===== config.mk =====
export PLATFORM = sky130hd
export DESIGN_NAME = holy_timer_irq_flat
export DESIGN_NICKNAME = d
export VERILOG_FILES = /design/src/rtl/holy_timer_irq_if.sv /design/src/rtl/holy_timer_irq.sv /design/src/flat_wrapper.sv
export SDC_FILE = /design/constraint.sdc
export NUM_CORES = 1
export LEC_CHECK = 0
export CAP_MARGIN = 20
export CORE_ASPECT_RATIO = 0.7
export CORE_MARGIN = 4
export CORE_UTILIZATION = 54
export CTS_CLUSTER_DIAMETER = 60
export CTS_CLUSTER_SIZE = 8
export DETAILED_ROUTE_END_ITERATION = 7
export GPL_ROUTABILITY_DRIVEN = 0
export PLACE_DENSITY_LB_ADDON = 0.12
export SLEW_MARGIN = 20
export SYNTH_ARGS = -nofsm -noshare
export SYNTH_HDL_FRONTEND = slang
export SYNTH_SLANG_ARGS = --single-unit

===== constraint.sdc =====
create_clock -name clk -period 5.3 [get_ports clk]
set_clock_uncertainty 0.15 [all_clocks]
set_input_delay 1.06 -clock clk [delete_from_list [all_inputs] [get_ports clk]]
set_output_delay 1.06 -clock clk [all_outputs]
set_load 0.05 [all_outputs]

===== src/rtl/holy_timer_irq_if.sv =====
// AXI-lite register port bundle for holy_timer_irq.
// 32-bit address/data; master drives requests, slave returns handshakes.
interface axi_lite_if;
    logic [31:0] awaddr;
    logic        awvalid;
    logic        awready;
    logic [31:0] wdata;
    logic [3:0]  wstrb;
    logic        wvalid;
    logic        wready;
    logic [1:0]  bresp;
    logic        bvalid;
    logic        bready;
    logic [31:0] araddr;
    logic        arvalid;
    logic        arready;
    logic [31:0] rdata;
    logic [1:0]  rresp;
    logic        rvalid;
    logic        rready;

    modport master (
        output awaddr, awvalid, wdata, wstrb, wvalid,
        output bready, araddr, arvalid, rready,
        input  awready, wready, bresp, bvalid,
        input  arready, rdata, rresp, rvalid
    );

    modport slave (
        input  awaddr, awvalid, wdata, wstrb, wvalid,
        input  bready, araddr, arvalid, rready,
        output awready, wready, bresp, bvalid,
        output arready, rdata, rresp, rvalid
    );
endinterface


===== src/rtl/holy_timer_irq.sv =====
// Countdown timer with sticky expiry flag and level irq, AXI-lite regs.
// Ports: clk, rst (sync, active-high), s_axi_lite (slave), irq_o.
// Build option: HOLY_TIMER_PRESCALER_EN adds the tick prescaler.
module holy_timer_irq #(
    parameter logic [31:0] BASE_ADDR  = 32'h0,
    parameter int          PRESCALE_W = 16
) (
    input  logic        clk,
    input  logic        rst,
    axi_lite_if.slave   s_axi_lite,
    output logic        irq_o
);
    localparam logic [1:0] SLAVE_IDLE                = 2'd0;
    localparam logic [1:0] LITE_SENDING_READ_DATA    = 2'd1;
    localparam logic [1:0] LITE_RECEIVING_WRITE_DATA = 2'd2;
    localparam logic [1:0] LITE_SENDING_WRITE_RES    = 2'd3;

    logic [1:0]  state_q, state_d;
    logic [31:0] addr_q, addr_d;
    logic [1:0]  bresp_q, bresp_d;
    logic        en_q, en_d;
    logic        auto_q, auto_d;
    logic        irqen_q, irqen_d;
    logic [31:0] load_q, load_d;
    logic [31:0] count_q, count_d;
    logic        expired_q, expired_d;

    logic        sel_ctrl, sel_load, sel_count, sel_stat, sel_pre;
    logic        mapped, wr_fire, tick, expire;
    logic [31:0] wd, rd_data, pre_rd;

    assign wd = s_axi_lite.wdata;

    // Handshakes drop in the reset cycle itself, not one edge later.
    assign s_axi_lite.awready = (state_q == SLAVE_IDLE) && !rst;
    assign s_axi_lite.arready = (state_q == SLAVE_IDLE) && !rst;
    assign s_axi_lite.rvalid  =
        (state_q == LITE_SENDING_READ_DATA) && !rst;
    assign s_axi_lite.wready  =
        (state_q == LITE_RECEIVING_WRITE_DATA) && !rst;
    assign s_axi_lite.bvalid  =
        (state_q == LITE_SENDING_WRITE_RES) && !rst;

    assign sel_ctrl  = (addr_q == 32'h00);
    assign sel_load  = (addr_q == 32'h04);
    assign sel_count = (addr_q == 32'h08);
    assign sel_stat  = (addr_q == 32'h0C);
    assign sel_pre   = (addr_q == 32'h10);
    assign mapped    = sel_ctrl | sel_load | sel_count
                     | sel_stat | sel_pre;

    assign wr_fire = s_axi_lite.wready && s_axi_lite.wvalid;

`ifdef HOLY_TIMER_PRESCALER_EN
    logic [PRESCALE_W-1:0] pre_q, pre_d;
    logic [PRESCALE_W-1:0] psc_q, psc_d;

    assign tick   = en_q && (psc_q == pre_q);
    assign pre_rd = 32'(pre_q);

    always_comb begin
        pre_d = pre_q;
        if (wr_fire && sel_pre) pre_d = wd[PRESCALE_W-1:0];
        if (!en_q || tick) psc_d = '0;
        else               psc_d = psc_q + 1'b1;
        // COUNT writes and a fresh enable restart the divide window.
        if (wr_fire && sel_count) psc_d = '0;
        if (wr_fire && sel_ctrl && wd[0] && !en_q) psc_d = '0;
    end

    always_ff @(posedge clk) begin
        if (rst) begin
            pre_q <= '0;
            psc_q <= '0;
        end else begin
            pre_q <= pre_d;
            psc_q <= psc_d;
        end
    end
`else
    assign tick   = en_q;
    assign pre_rd = 32'h0;
`endif

    assign expire = tick && (count_q == 32'h0);

    always_comb begin
        rd_data = 32'h0;
        unique case (1'b1)
            sel_ctrl:  rd_data = {29'h0, irqen_q, auto_q, en_q};
            sel_load:  rd_data = load_q;
            sel_count: rd_data = count_q;
            sel_stat:  rd_data = {31'h0, expired_q};
            sel_pre:   rd_data = pre_rd;
            default:   rd_data = 32'hAEAEAEAE;
        endcase
    end

    assign s_axi_lite.rdata = s_axi_lite.rvalid ? rd_data : 32'h0;
    assign s_axi_lite.rresp =
        (s_axi_lite.rvalid && !mapped) ? 2'b11 : 2'b00;
    assign s_axi_lite.bresp = s_axi_lite.bvalid ? bresp_q : 2'b00;

    always_comb begin
        state_d = state_q;
        addr_d  = addr_q;
        bresp_d = bresp_q;
        case (state_q)
            SLAVE_IDLE: begin
                if (s_axi_lite.awvalid) begin
                    addr_d  = s_axi_lite.awaddr - BASE_ADDR;
                    state_d = LITE_RECEIVING_WRITE_DATA;
                end else if (s_axi_lite.arvalid) begin
                    addr_d  = s_axi_lite.araddr - BASE_ADDR;
                    state_d = LITE_SENDING_READ_DATA;
                end
            end
            LITE_SENDING_READ_DATA:
                if (s_axi_lite.rready) state_d = SLAVE_IDLE;
            LITE_RECEIVING_WRITE_DATA:
                if (s_axi_lite.wvalid) begin
                    bresp_d = mapped ? 2'b00 : 2'b10;
                    state_d = LITE_SENDING_WRITE_RES;
                end
            default:
                if (s_axi_lite.bready) state_d = SLAVE_IDLE;
        endcase
    end

    always_comb begin
        en_d      = en_q;
        auto_d    = auto_q;
        irqen_d   = irqen_q;
        load_d    = load_q;
        count_d   = count_q;
        expired_d = expired_q;
        if (expire && !auto_q) en_d = 1'b0;
        if (wr_fire && sel_ctrl) begin
            en_d    = wd[0];
            auto_d  = wd[1];
            irqen_d = wd[2];
        end
        if (wr_fire && sel_load) load_d = wd;
        if (wr_fire && sel_count) count_d = wd;
        else if (expire)          count_d = auto_q ? load_q : 32'h0;
        else if (tick)            count_d = count_q - 32'd1;
        if (expire) expired_d = 1'b1;
        else if (wr_fire && sel_stat && wd[0]) expired_d = 1'b0;
    end

    always_ff @(posedge clk) begin
        if (rst) begin
            state_q   <= SLAVE_IDLE;
            addr_q    <= 32'h0;
            bresp_q   <= 2'b00;
            en_q      <= 1'b0;
            auto_q    <= 1'b0;
            irqen_q   <= 1'b0;
            load_q    <= 32'h0;
            count_q   <= 32'h0;
            expired_q <= 1'b0;
        end else begin
            state_q   <= state_d;
            addr_q    <= addr_d;
            bresp_q   <= bresp_d;
            en_q      <= en_d;
            auto_q    <= auto_d;
            irqen_q   <= irqen_d;
            load_q    <= load_d;
            count_q   <= count_d;
            expired_q <= expired_d;
        end
    end

    assign irq_o = expired_q & irqen_q;
endmodule


===== src/flat_wrapper.sv =====
// flat-port wrapper written by rule: the top's interface ports become plain ports
module holy_timer_irq_flat 
#(
    parameter logic [31:0] BASE_ADDR  = 32'h0,
    parameter int          PRESCALE_W = 16
)
  (clk, rst, irq_o, s_axi_lite_awaddr, s_axi_lite_awvalid, s_axi_lite_wdata, s_axi_lite_wstrb, s_axi_lite_wvalid, s_axi_lite_bready, s_axi_lite_araddr, s_axi_lite_arvalid, s_axi_lite_rready, s_axi_lite_awready, s_axi_lite_wready, s_axi_lite_bresp, s_axi_lite_bvalid, s_axi_lite_arready, s_axi_lite_rdata, s_axi_lite_rresp, s_axi_lite_rvalid);
  axi_lite_if s_axi_lite_i ();
  input  logic clk;
  input  logic rst;
  output logic irq_o;
  input wire logic [$bits(s_axi_lite_i.awaddr)-1:0] s_axi_lite_awaddr;
  input wire logic [$bits(s_axi_lite_i.awvalid)-1:0] s_axi_lite_awvalid;
  input wire logic [$bits(s_axi_lite_i.wdata)-1:0] s_axi_lite_wdata;
  input wire logic [$bits(s_axi_lite_i.wstrb)-1:0] s_axi_lite_wstrb;
  input wire logic [$bits(s_axi_lite_i.wvalid)-1:0] s_axi_lite_wvalid;
  input wire logic [$bits(s_axi_lite_i.bready)-1:0] s_axi_lite_bready;
  input wire logic [$bits(s_axi_lite_i.araddr)-1:0] s_axi_lite_araddr;
  input wire logic [$bits(s_axi_lite_i.arvalid)-1:0] s_axi_lite_arvalid;
  input wire logic [$bits(s_axi_lite_i.rready)-1:0] s_axi_lite_rready;
  output wire logic [$bits(s_axi_lite_i.awready)-1:0] s_axi_lite_awready;
  output wire logic [$bits(s_axi_lite_i.wready)-1:0] s_axi_lite_wready;
  output wire logic [$bits(s_axi_lite_i.bresp)-1:0] s_axi_lite_bresp;
  output wire logic [$bits(s_axi_lite_i.bvalid)-1:0] s_axi_lite_bvalid;
  output wire logic [$bits(s_axi_lite_i.arready)-1:0] s_axi_lite_arready;
  output wire logic [$bits(s_axi_lite_i.rdata)-1:0] s_axi_lite_rdata;
  output wire logic [$bits(s_axi_lite_i.rresp)-1:0] s_axi_lite_rresp;
  output wire logic [$bits(s_axi_lite_i.rvalid)-1:0] s_axi_lite_rvalid;
  assign s_axi_lite_i.awaddr = s_axi_lite_awaddr;
  assign s_axi_lite_i.awvalid = s_axi_lite_awvalid;
  assign s_axi_lite_i.wdata = s_axi_lite_wdata;
  assign s_axi_lite_i.wstrb = s_axi_lite_wstrb;
  assign s_axi_lite_i.wvalid = s_axi_lite_wvalid;
  assign s_axi_lite_i.bready = s_axi_lite_bready;
  assign s_axi_lite_i.araddr = s_axi_lite_araddr;
  assign s_axi_lite_i.arvalid = s_axi_lite_arvalid;
  assign s_axi_lite_i.rready = s_axi_lite_rready;
  assign s_axi_lite_awready = s_axi_lite_i.awready;
  assign s_axi_lite_wready = s_axi_lite_i.wready;
  assign s_axi_lite_bresp = s_axi_lite_i.bresp;
  assign s_axi_lite_bvalid = s_axi_lite_i.bvalid;
  assign s_axi_lite_arready = s_axi_lite_i.arready;
  assign s_axi_lite_rdata = s_axi_lite_i.rdata;
  assign s_axi_lite_rresp = s_axi_lite_i.rresp;
  assign s_axi_lite_rvalid = s_axi_lite_i.rvalid;
  holy_timer_irq #(.BASE_ADDR(BASE_ADDR), .PRESCALE_W(PRESCALE_W)) u_core (.clk(clk), .rst(rst), .s_axi_lite(s_axi_lite_i), .irq_o(irq_o));
endmodule

==> run metrics, run 1 <==
outcome complete, no violations; sequential area share after synthesis 34.65%; drt first pass iters 5; commonest non-fill, non-tap cell in the layout nor2_1; DR DRC count 0; TNS Setup 0 ns; GR Overflow Total 0; fmax about 220 MHz; layout cells sized above 1 9.201%; initial antenna violation count 0; worst-path cell chain nor4_1, nand4_1, nor3_2, nand2_1, nor2_1, buf_4; post-CTS sizing 0; Layout Area Growth over Synthesis 27.06%; CP endpoint kind output port; critical path class flop to output port; TritonCTS Buffers 9; IO Pins 149; via count 5984; postcts setup bufs 0; largest net degree at the start of global routing roughly 110; Initial Utilization 56.40%; Slew @ Worst Pin 1.121 ns; routed wire length 17340 um; min-delay worst type flop to flop; fin crit share a little under nine tenths; clock slew at reported path FFs 0.07 ns; Syn Nets 841; TritonCTS clock tree yes; initial DRC count 618; critical path's slowest cell nor3_2; Max VDD drop 156.4 uV; fin nets 930; Reg area 2062 um^2; CP startpoint kind flop; number of synthesized register bits 103; Core Footprint around 11000 um^2; most frequent cells in the layout nor2_1 (124), clkdlybuf4s50_1 (111), dfxtp_1 (103); critical path arrival approximately 3.3 ns; CTS HTree Levels 3; Slew Limit Fails 0; All-Layer GR Usage around a quarter; fin util 71.67%; Rows 31; Final ANT Viol Nets 0; CP max FO 12; post-synth cell types 56; Root Buffer clkbuf_16; diode count 0; DR WL/cell 17.80 um; DP HPWL 12050 um; Die H 95.83 um; synth warn 0; max cap viols 0; Syn Area/Cell 8.118 um^2; Fill cells 857; clock latency at the later pin of the worst-skew pair roughly 0.35 ns; CTS Hold Bufs 0; multi-input logic area 3561 um^2; CP peak stage delay 0.81 ns; P per Cell Area ~240 nW/um^2; number of global-route vias before repair approximately 5.8k; Post-Syn Area slightly below 6000 um^2; RSZ-0062 raised after global routing false; Final setup viols 0; leakage 2.714 nW; required time of the critical path 4.09 ns; Post-synth ARST share 0%; worst rel slew slack 25.25%; drt via density 6.144; final hold violation count 0; first-pass GRT wire length 27800 um; Clock Path Buffers 2; I/O Buffers around 140; EDFF count, synth 0; Gate Count Post-Synth roughly 730; Clock Sinks 103; Die Area 12790 um^2; die width 133.5 um; Tmin final between 4 and 5 ns; Top FF cell, synth dfxtp_1
final cells by class:
class / instances / area share, %
tap: 148 / 2.449
clock inverter: 3 / 0.5626
multi-input combinational: 547 / 47.10
sequential: 103 / 27.27
timing repair buffer: 153 / 18.83
clock buffer: 12 / 3.392
inverter: 8 / 0.3972
per-stage QoR:
stage / instances / hold slack [ns] / instance area (um^2) / setup slack (ns) / power, mW
floorplan: 733 / 0.2961 / 5951 / 0.9909 / 1.004
global placement: 959 / 0.3218 / 7262 / 1.073 / 1.123
detailed placement: 959 / 0.3435 / 7262 / 1.073 / 1.133
CTS: 974 / 0.3529 / 7561 / 0.8236 / 1.802
global route: 974 / 0.3722 / 7561 / 0.5815 / 1.857
finish: 974 / 0.3488 / 7561 / 0.7687 / 1.796
cells in the mapped netlist, types with 2 or more instances:
| library cell | number | area share [%] |
|---|---|---|
| a21oi_1 | 43 | 3.6 |
| nand2_1 | 38 | 2.4 |
| nor4b_1 | 3 | 0.44 |
| a211oi_1 | 62 | 7.8 |
| nand3b_1 | 3 | 0.38 |
| dfxtp_1 | 103 | 35 |
| o41ai_1 | 2 | 0.29 |
| clkbuf_1 | 57 | 3.6 |
| and2_1 | 4 | 0.42 |
| and4_1 | 2 | 0.29 |
| a221oi_1 | 2 | 0.29 |
| buf_4 | 4 | 0.50 |
| nor3_1 | 20 | 1.7 |
| and3_1 | 3 | 0.32 |
| nor4_2 | 2 | 0.42 |
| o21a_1 | 2 | 0.25 |
| or3_1 | 4 | 0.42 |
| nor2b_1 | 5 | 0.53 |
| nor2_1 | 124 | 7.8 |
| a31oi_1 | 5 | 0.53 |
| a211o_1 | 4 | 0.59 |
| mux2i_1 | 83 | 14 |
| or2_2 | 2 | 0.21 |
| mux2_2 | 5 | 0.95 |
| xor2_1 | 4 | 0.59 |
| a22oi_1 | 33 | 4.2 |
| buf_6 | 3 | 0.57 |
| or4_1 | 9 | 1.1 |
| o31a_1 | 2 | 0.29 |
| nor4_1 | 19 | 2.0 |
| nand3_1 | 10 | 0.84 |
| o21ai_0 | 10 | 0.84 |
| nand4_1 | 8 | 0.84 |
| nand2b_1 | 2 | 0.21 |
| nor2_2 | 2 | 0.21 |
| xnor2_1 | 14 | 2.1 |
| buf_1 | 7 | 0.44 |
| inv_1 | 7 | 0.44 |
| buf_2 | 3 | 0.25 |
| nor3b_1 | 2 | 0.25 |
kinds of logic after synthesis:
| kind of cell | share of synthesized area, % |
|---|---|
| buffers and inverters | 5.950 |
| adder cells (fa/ha/maj) | 0.2102 |
| flip-flops | 34.65 |
| multiplexers | 14.91 |
| AND/OR/NAND/NOR | 21.82 |
| AO/OA/AOI/OAI | 19.74 |
| other | 0.06302 |
| XOR/XNOR | 2.649 |
state kept, by name, summed over array words and instances, names as in the netlist:
register,count
u_core.bresp_q,1
u_core.load_q,32
u_core.state_q,2
u_core.en_q,1
u_core.addr_q,32
u_core.expired_q,1
u_core.auto_q,1
u_core.irqen_q,1
u_core.count_q,32
path summary, 6_finish.rpt:
path	from	end	slack (ns)	cells past startpoint
worst max-delay path	u_core.addr_q[26]	s_axi_lite_rdata[4]	0.77	6
worst min-delay path	u_core.addr_q[8]	u_core.addr_q[8]	0.35	2
worst max register to register	u_core.count_q[24]	u_core.count_q[6]	1.41	7
worst min register to register	u_core.addr_q[8]	u_core.addr_q[8]	0.35	2
critical path, delay by kind of cell (launching register included):
kind	cells	cell delay, ns
buffers and inverters	1	0.23
flip-flops	1	0.31
AND/OR/NAND/NOR	5	2.43
metal layers:
| metal | GRT usage, % | vias up | wire length, um | share of wire (%) |
|---|---|---|---|---|
| met1 | 34.48 | 2809 | 7520 | 43 |
| met4 | 9.161 | 0 | 302 | 1.7 |
| met2 | 44.64 | 288 | 8112 | 47 |
| met3 | 6.113 | 38 | 1402 | 8.1 |
| li1 | - | 2849 | - | - |
| met5 | 0 | - | 0 | 0 |
power breakdown:
part           total [mW]  internal [mW]  switching, mW
logic               0.284          0.133          0.150
clock network       0.680          0.389          0.291
registers           0.833          0.807         0.0265
(Power assumes the default switching activity.)
==> run 2: changes to the inputs <==
--- a/config.mk
+++ b/config.mk
@@ -8,10 +8,11 @@
 export CAP_MARGIN = 20
 export CORE_ASPECT_RATIO = 0.7
 export CORE_MARGIN = 4
-export CORE_UTILIZATION = 54
+export CORE_UTILIZATION = 60
 export CTS_CLUSTER_DIAMETER = 60
 export CTS_CLUSTER_SIZE = 8
 export DETAILED_ROUTE_END_ITERATION = 7
+export DONT_BUFFER_PORTS = 1
 export GPL_ROUTABILITY_DRIVEN = 0
 export PLACE_DENSITY_LB_ADDON = 0.12
 export SLEW_MARGIN = 20
==> run metrics, run 2 (synthesis gave the netlist of run 1 again) <==
most frequent cells in the layout nor2_1 (122), dfxtp_1 (103), mux2i_1 (83) (was nor2_1 (124), clkdlybuf4s50_1 (111), dfxtp_1 (103)); CTS HTree Levels 3 (unchanged); Regs by FF count u_core.addr_q (32), u_core.count_q (32), u_core.load_q (32) (unchanged); fin worst setup slack 0.7817 ns (was 0.7687 ns); clock latency at the later pin of the worst-skew pair 0.35 ns (about the same); CP peak stage delay 0.51 ns (was 0.81 ns); number of global-route vias before repair 5167 (was 5751); leakage 2.308 nW (was 2.714 nW); required time of the critical path 4.09 ns (about the same); Reg area 2062 um^2 (unchanged); worst rel slew slack 26.71% (was 25.25%); layout cells sized above 1 11.28% (was 9.201%); first-pass GRT wire length 25680 um (was 27800 um); final hold slack 0.3420 ns (was 0.3488 ns); RSZ-0062 raised after global routing false (unchanged); CP startpoint kind flop (unchanged); final hold violation count 0 (unchanged); via count 5487 (was 5984); commonest non-fill, non-tap cell in the layout nor2_1 (unchanged); P per Cell Area 264.0 nW/um^2 (was 237.6 nW/um^2); CP endpoint kind output port (unchanged); DP HPWL 10820 um (was 12050 um); Clock Sinks 103 (unchanged); largest net degree at the start of global routing 107 (was 106); Max VDD drop 157.2 uV (was 156.4 uV); Tmin final 4.518 ns (was 4.531 ns); TritonCTS clock tree yes (unchanged); kind of cell adding the most delay to the critical path simple AND/OR/NAND/NOR gates (unchanged); clock slew at reported path FFs 0.06 ns (was 0.07 ns); All-Layer GR Usage 26.83% (was 26.70%); worst-path cell chain nor4_1, nand4_1, or2_2, nor2_2, buf_4, a22oi_1, a21oi_1, buf_4 (was nor4_1, nand4_1, nor3_2, nand2_1, nor2_1, buf_4); fin nets 821 (was 930); Die Area 11600 um^2 (was 12790 um^2); DR WL/cell 18.71 um (was 17.80 um); critical path arrival 3.31 ns (was 3.32 ns); TNS Setup 0 ns (unchanged); fin crit share 85.25% (was 85.50%); Die H 91.32 um (was 95.83 um); diode count 0 (unchanged); DR DRC count 0 (unchanged); initial antenna violation count 0 (unchanged); sum of buffers and inverters on the critical path 2 (was 1); Slew Limit Fails 0 (unchanged); drt via density 6.486 (was 6.144); Initial Utilization 61.45% (was 56.40%); post-CTS sizing 0 (unchanged); Rows 30 (was 31); Layout Area Growth over Synthesis 8.705% (was 27.06%); Final setup viols 0 (unchanged); min-delay worst type flop to flop (unchanged); Root Buffer clkbuf_16 (unchanged); Place WS 1.192 ns (was 1.073 ns); most numerous cell on the critical path buf_4; TritonCTS Buffers 9 (unchanged); IO Pins 149 (unchanged); critical path's slowest cell nor2_2 (was nor3_2); Core Footprint 9684 um^2 (was 10550 um^2); drt first pass iters 5 (unchanged); Final Total Pwr 1.707 mW (was 1.796 mW); dpl cells 830 (was 959); I/O Buffers 0 (was 143); CTS Hold Bufs 0 (unchanged); critical path class flop to output port (unchanged); outcome complete, no violations (unchanged); Clock Path Buffers 2 (unchanged); Slew @ Worst Pin 1.099 ns (was 1.121 ns); GR Overflow Total 0 (unchanged); postcts setup bufs 0 (unchanged); Final ANT Viol Nets 0 (unchanged); max cap viols 0 (unchanged); multi-input logic area 3576 um^2 (was 3561 um^2); CP max FO 18 (was 12); Cell Count, Final, Fillers Out 846 (was 974); die width 127.0 um (was 133.5 um); routed wire length 15830 um (was 17340 um); fmax 221.3 MHz (was 220.7 MHz); initial DRC count 591 (was 618); Fill cells 845 (was 857)
## run 2: cell types whose count changed in the layout (fill, tap and decap cells not counted), moves of 2 or more
cell / previous run / this run
clkbuf_1: 1 / 3
nor2_1: 124 / 122
clkbuf_8: 2 / 0
buf_4: 41 / 43
nor2_2: 2 / 4
clkdlybuf4s50_1: 111 / 0
## run 2: worst register-to-register path, delay by kind of cell (launching register included)
| kind | cells | cell delay, ns |
|---|---|---|
| muxes | 1 | 0.36 |
| buffers and inverters | 1 | 0.34 |
| and+or+nand+nor | 3 | 2.20 |
| AOI/OAI and AO/OA | 2 | 0.40 |
| DFF | 1 | 0.39 |
## run 2: where the power goes
group	leakage (nW)	switching [mW]	internal (mW)
Clock	0.151	0.282	0.413
Sequential	0.838	0.0262	0.807
Combinational	1.32	0.114	0.0651
Total	2.31	0.423	1.28
## run 2: final timing paths
kind / cells past startpoint / slack, ns / startpoint / end
max: 8 / 0.78 / u_core.addr_q[26] / s_axi_lite_rdata[18]
min: 2 / 0.34 / u_core.load_q[31] / u_core.count_q[31]
max reg2reg: 7 / 1.41 / u_core.count_q[24] / u_core.count_q[6]
min reg2reg: 2 / 0.34 / u_core.load_q[31] / u_core.count_q[31]
## run 2: layer usage
layer  vias up  share of wire, %  GRT usage (%)
li1       2628                 -              -
met1      2597                46          37.23
met2       236                44          40.71
met3        26               8.6          7.113
met4         0               1.9          8.393
met5         -                 0              0
## run 2: through the flow
stage	util [%]	cell area (um^2)
after floorplan	-	5951
after global placement	63.63	6162
after detailed placement	63.63	6162
after CTS	66.80	6469
after global routing	66.80	6469
final	66.80	6469
## run 2: final cells by class
class / count / area share (%)
Clock buffer: 12 / 3.656
Clock inverter: 4 / 1.083
Inverter: 8 / 0.4642
Multi-Input combinational cell: 547 / 55.28
Sequential cell: 103 / 31.88
Tap cell: 128 / 2.476
Timing Repair Buffer: 44 / 5.164
==> run 3: changes to the inputs <==
--- a/config.mk
+++ b/config.mk
@@ -15,6 +15,7 @@
 export DONT_BUFFER_PORTS = 1
 export GPL_ROUTABILITY_DRIVEN = 0
 export PLACE_DENSITY_LB_ADDON = 0.12
+export RECOVER_POWER = 100
 export SLEW_MARGIN = 20
 export SYNTH_ARGS = -nofsm -noshare
 export SYNTH_HDL_FRONTEND = slang
==> run metrics, run 3 (synthesis gave the netlist of run 1 again) <==
outcome complete, but fails checks (was complete, no violations); failing checks max-capacitance violations, max-slew violations; largest net degree at the start of global routing 107 (unchanged); RR Endpoint u_core.count_q[6] (unchanged); P per Cell Area 267.1 nW/um^2 (was 264.0 nW/um^2); fin worst setup slack 0.5875 ns (was 0.7817 ns); drt first pass iters 6 (was 5); reg2reg start u_core.count_q[24] (unchanged); hold path depth 2 (unchanged); CP peak stage delay 0.83 ns (was 0.51 ns); reg2reg path depth 7 (unchanged); Critical Path Source u_core.addr_q[26] (unchanged); CP max FO 16 (was 18); DP HPWL 10820 um (unchanged); worst-path cell chain nor4_1, nand4_1, nor2_1, and2_0, buf_4, a22oi_1, a21oi_1, clkbuf_2 (was nor4_1, nand4_1, or2_2, nor2_2, buf_4, a22oi_1, a21oi_1, buf_4); clock slew at reported path FFs 0.06 ns (about the same); CP startpoint kind flop (unchanged); Post-DP Area 6162 um^2 (unchanged); critical path class flop to output port (unchanged); commonest non-fill, non-tap cell in the layout nor2_1 (unchanged); DR WL/cell 18.73 um (was 18.71 um); via count 5473 (was 5487); Clock Path Buffers 2 (unchanged); CTS HTree Levels 3 (unchanged); Rows 30 (unchanged); fmax 212.2 MHz (was 221.3 MHz); initial DRC count 616 (was 591); required time of the critical path 4.09 ns (about the same); TritonCTS clock tree yes (unchanged); instance count on the critical path 8 (unchanged); die width 127.0 um (unchanged); layout cells sized above 1 8.078% (was 11.28%); Cell Count, Final, Fillers Out 846 (unchanged); dpl cells 830 (unchanged); Slew Limit Fails 150 (was 0); CTS Hold Bufs 0 (unchanged); RSZ-0062 raised after global routing false (unchanged); TNS Setup 0 ns (unchanged); Hold Path Origin u_core.load_q[31] (unchanged); met2 usage 40.71% (unchanged); final hold violation count 0 (unchanged); fin util 65.87% (was 66.80%); All-Layer GR Usage 26.83% (unchanged); clock latency at the later pin of the worst-skew pair 0.35 ns (about the same); initial antenna violation count 0 (unchanged); Slew @ Worst Pin 2.495 ns (was 1.099 ns); IO Pins 149 (unchanged); most frequent cells in the layout nor2_1 (122), dfxtp_1 (103), mux2i_1 (83) (unchanged); CP endpoint kind output port (unchanged); final std cell area, no fill 6379 um^2 (was 6469 um^2); worst rel slew slack -66.33% (was 26.71%); Tmin final 4.713 ns (was 4.518 ns); Place WS 1.192 ns (unchanged); Initial Utilization 61.45% (unchanged); Root Buffer clkbuf_16 (unchanged); grt met1 use 37.23% (unchanged); Worst Setup EP s_axi_lite_rdata[15] (was s_axi_lite_rdata[18]); TritonCTS Buffers 9 (unchanged); Final setup viols 0 (unchanged); Final Total Pwr 1.704 mW (was 1.707 mW); kind of cell adding the most delay to the critical path simple AND/OR/NAND/NOR gates (unchanged); sum of buffers and inverters on the critical path 2 (unchanged); critical path arrival 3.50 ns (was 3.31 ns); met3 Resource Use GR 7.113% (unchanged); GR Overflow Total 0 (unchanged); critical path's slowest cell and2_0 (was nor2_2); I/O Buffers 0 (unchanged); drt via density 6.469 (was 6.486); min-delay worst type flop to flop (unchanged); first-pass GRT wire length 25680 um (unchanged); routed wire length 15840 um (was 15830 um); diode count 0 (unchanged); Max VDD drop 155.8 uV (was 157.2 uV); fin crit share 88.92% (was 85.25%); Die Area 11600 um^2 (unchanged); final hold slack 0.3445 ns (was 0.3420 ns); Die H 91.32 um (unchanged); Core Footprint 9684 um^2 (unchanged); Final ANT Viol Nets 0 (unchanged); post-CTS sizing 0 (unchanged); DR DRC count 0 (unchanged); gr busiest metal met2 (unchanged); Regs by FF count u_core.addr_q (32), u_core.count_q (32), u_core.load_q (32) (unchanged); flop-to-flop setup slack 1.11 ns (was 1.41 ns); leakage 2.227 nW (was 2.308 nW); fin nets 821 (unchanged); postcts setup bufs 0 (unchanged); Layout Area Growth over Synthesis 7.191% (was 8.705%); max cap viols 5 (was 0); Clock Sinks 103 (unchanged); number of global-route vias before repair 5167 (unchanged)
run 3: final cells by class:
cell class | count | area, um^2
Timing Repair Buffer | 44 | 261.5
Clock buffer | 12 | 236.5
Sequential cell | 103 | 2062
Tap cell | 128 | 160.2
Fill cell | 868 | 3306
Clock inverter | 4 | 70.07
Inverter | 8 | 30.03
Multi-Input combinational cell | 547 | 3558
run 3: report_power, final:
| group | internal [mW] | switching, mW |
|---|---|---|
| Combinational | 0.0625 | 0.114 |
| Sequential | 0.807 | 0.0257 |
| Clock | 0.413 | 0.282 |
run 3: worst min-delay path by stage:
stage          slack, ns                 end
2_1_floorplan       0.30   u_core.bresp_q[1]
3_3_place_gp        0.33   u_core.bresp_q[1]
3_5_place_dp        0.33  u_core.count_q[31]
4_1_cts             0.34  u_core.count_q[31]
5_1_grt             0.37    u_core.addr_q[8]
6_report            0.34  u_core.count_q[31]
run 3: worst register-to-register path: stages, from the launching register on:
cell and delay (ns):
dfxtp_1 0.39, nor4_1 0.81, nand4_1 0.54, nor4_4 0.83, clkbuf_1 0.59, mux2_2 0.41, a211o_1 0.29, a21oi_1 0.11
run 3: layer usage:
layer  vias up  part of all wire [%]  routed length [um]
li1       2632                     -                   -
met1      2597                    45                7082
met2       217                    44                6981
met3        27                   9.3                1476
met4         0                   1.9                 303
met5         -                     0                   0
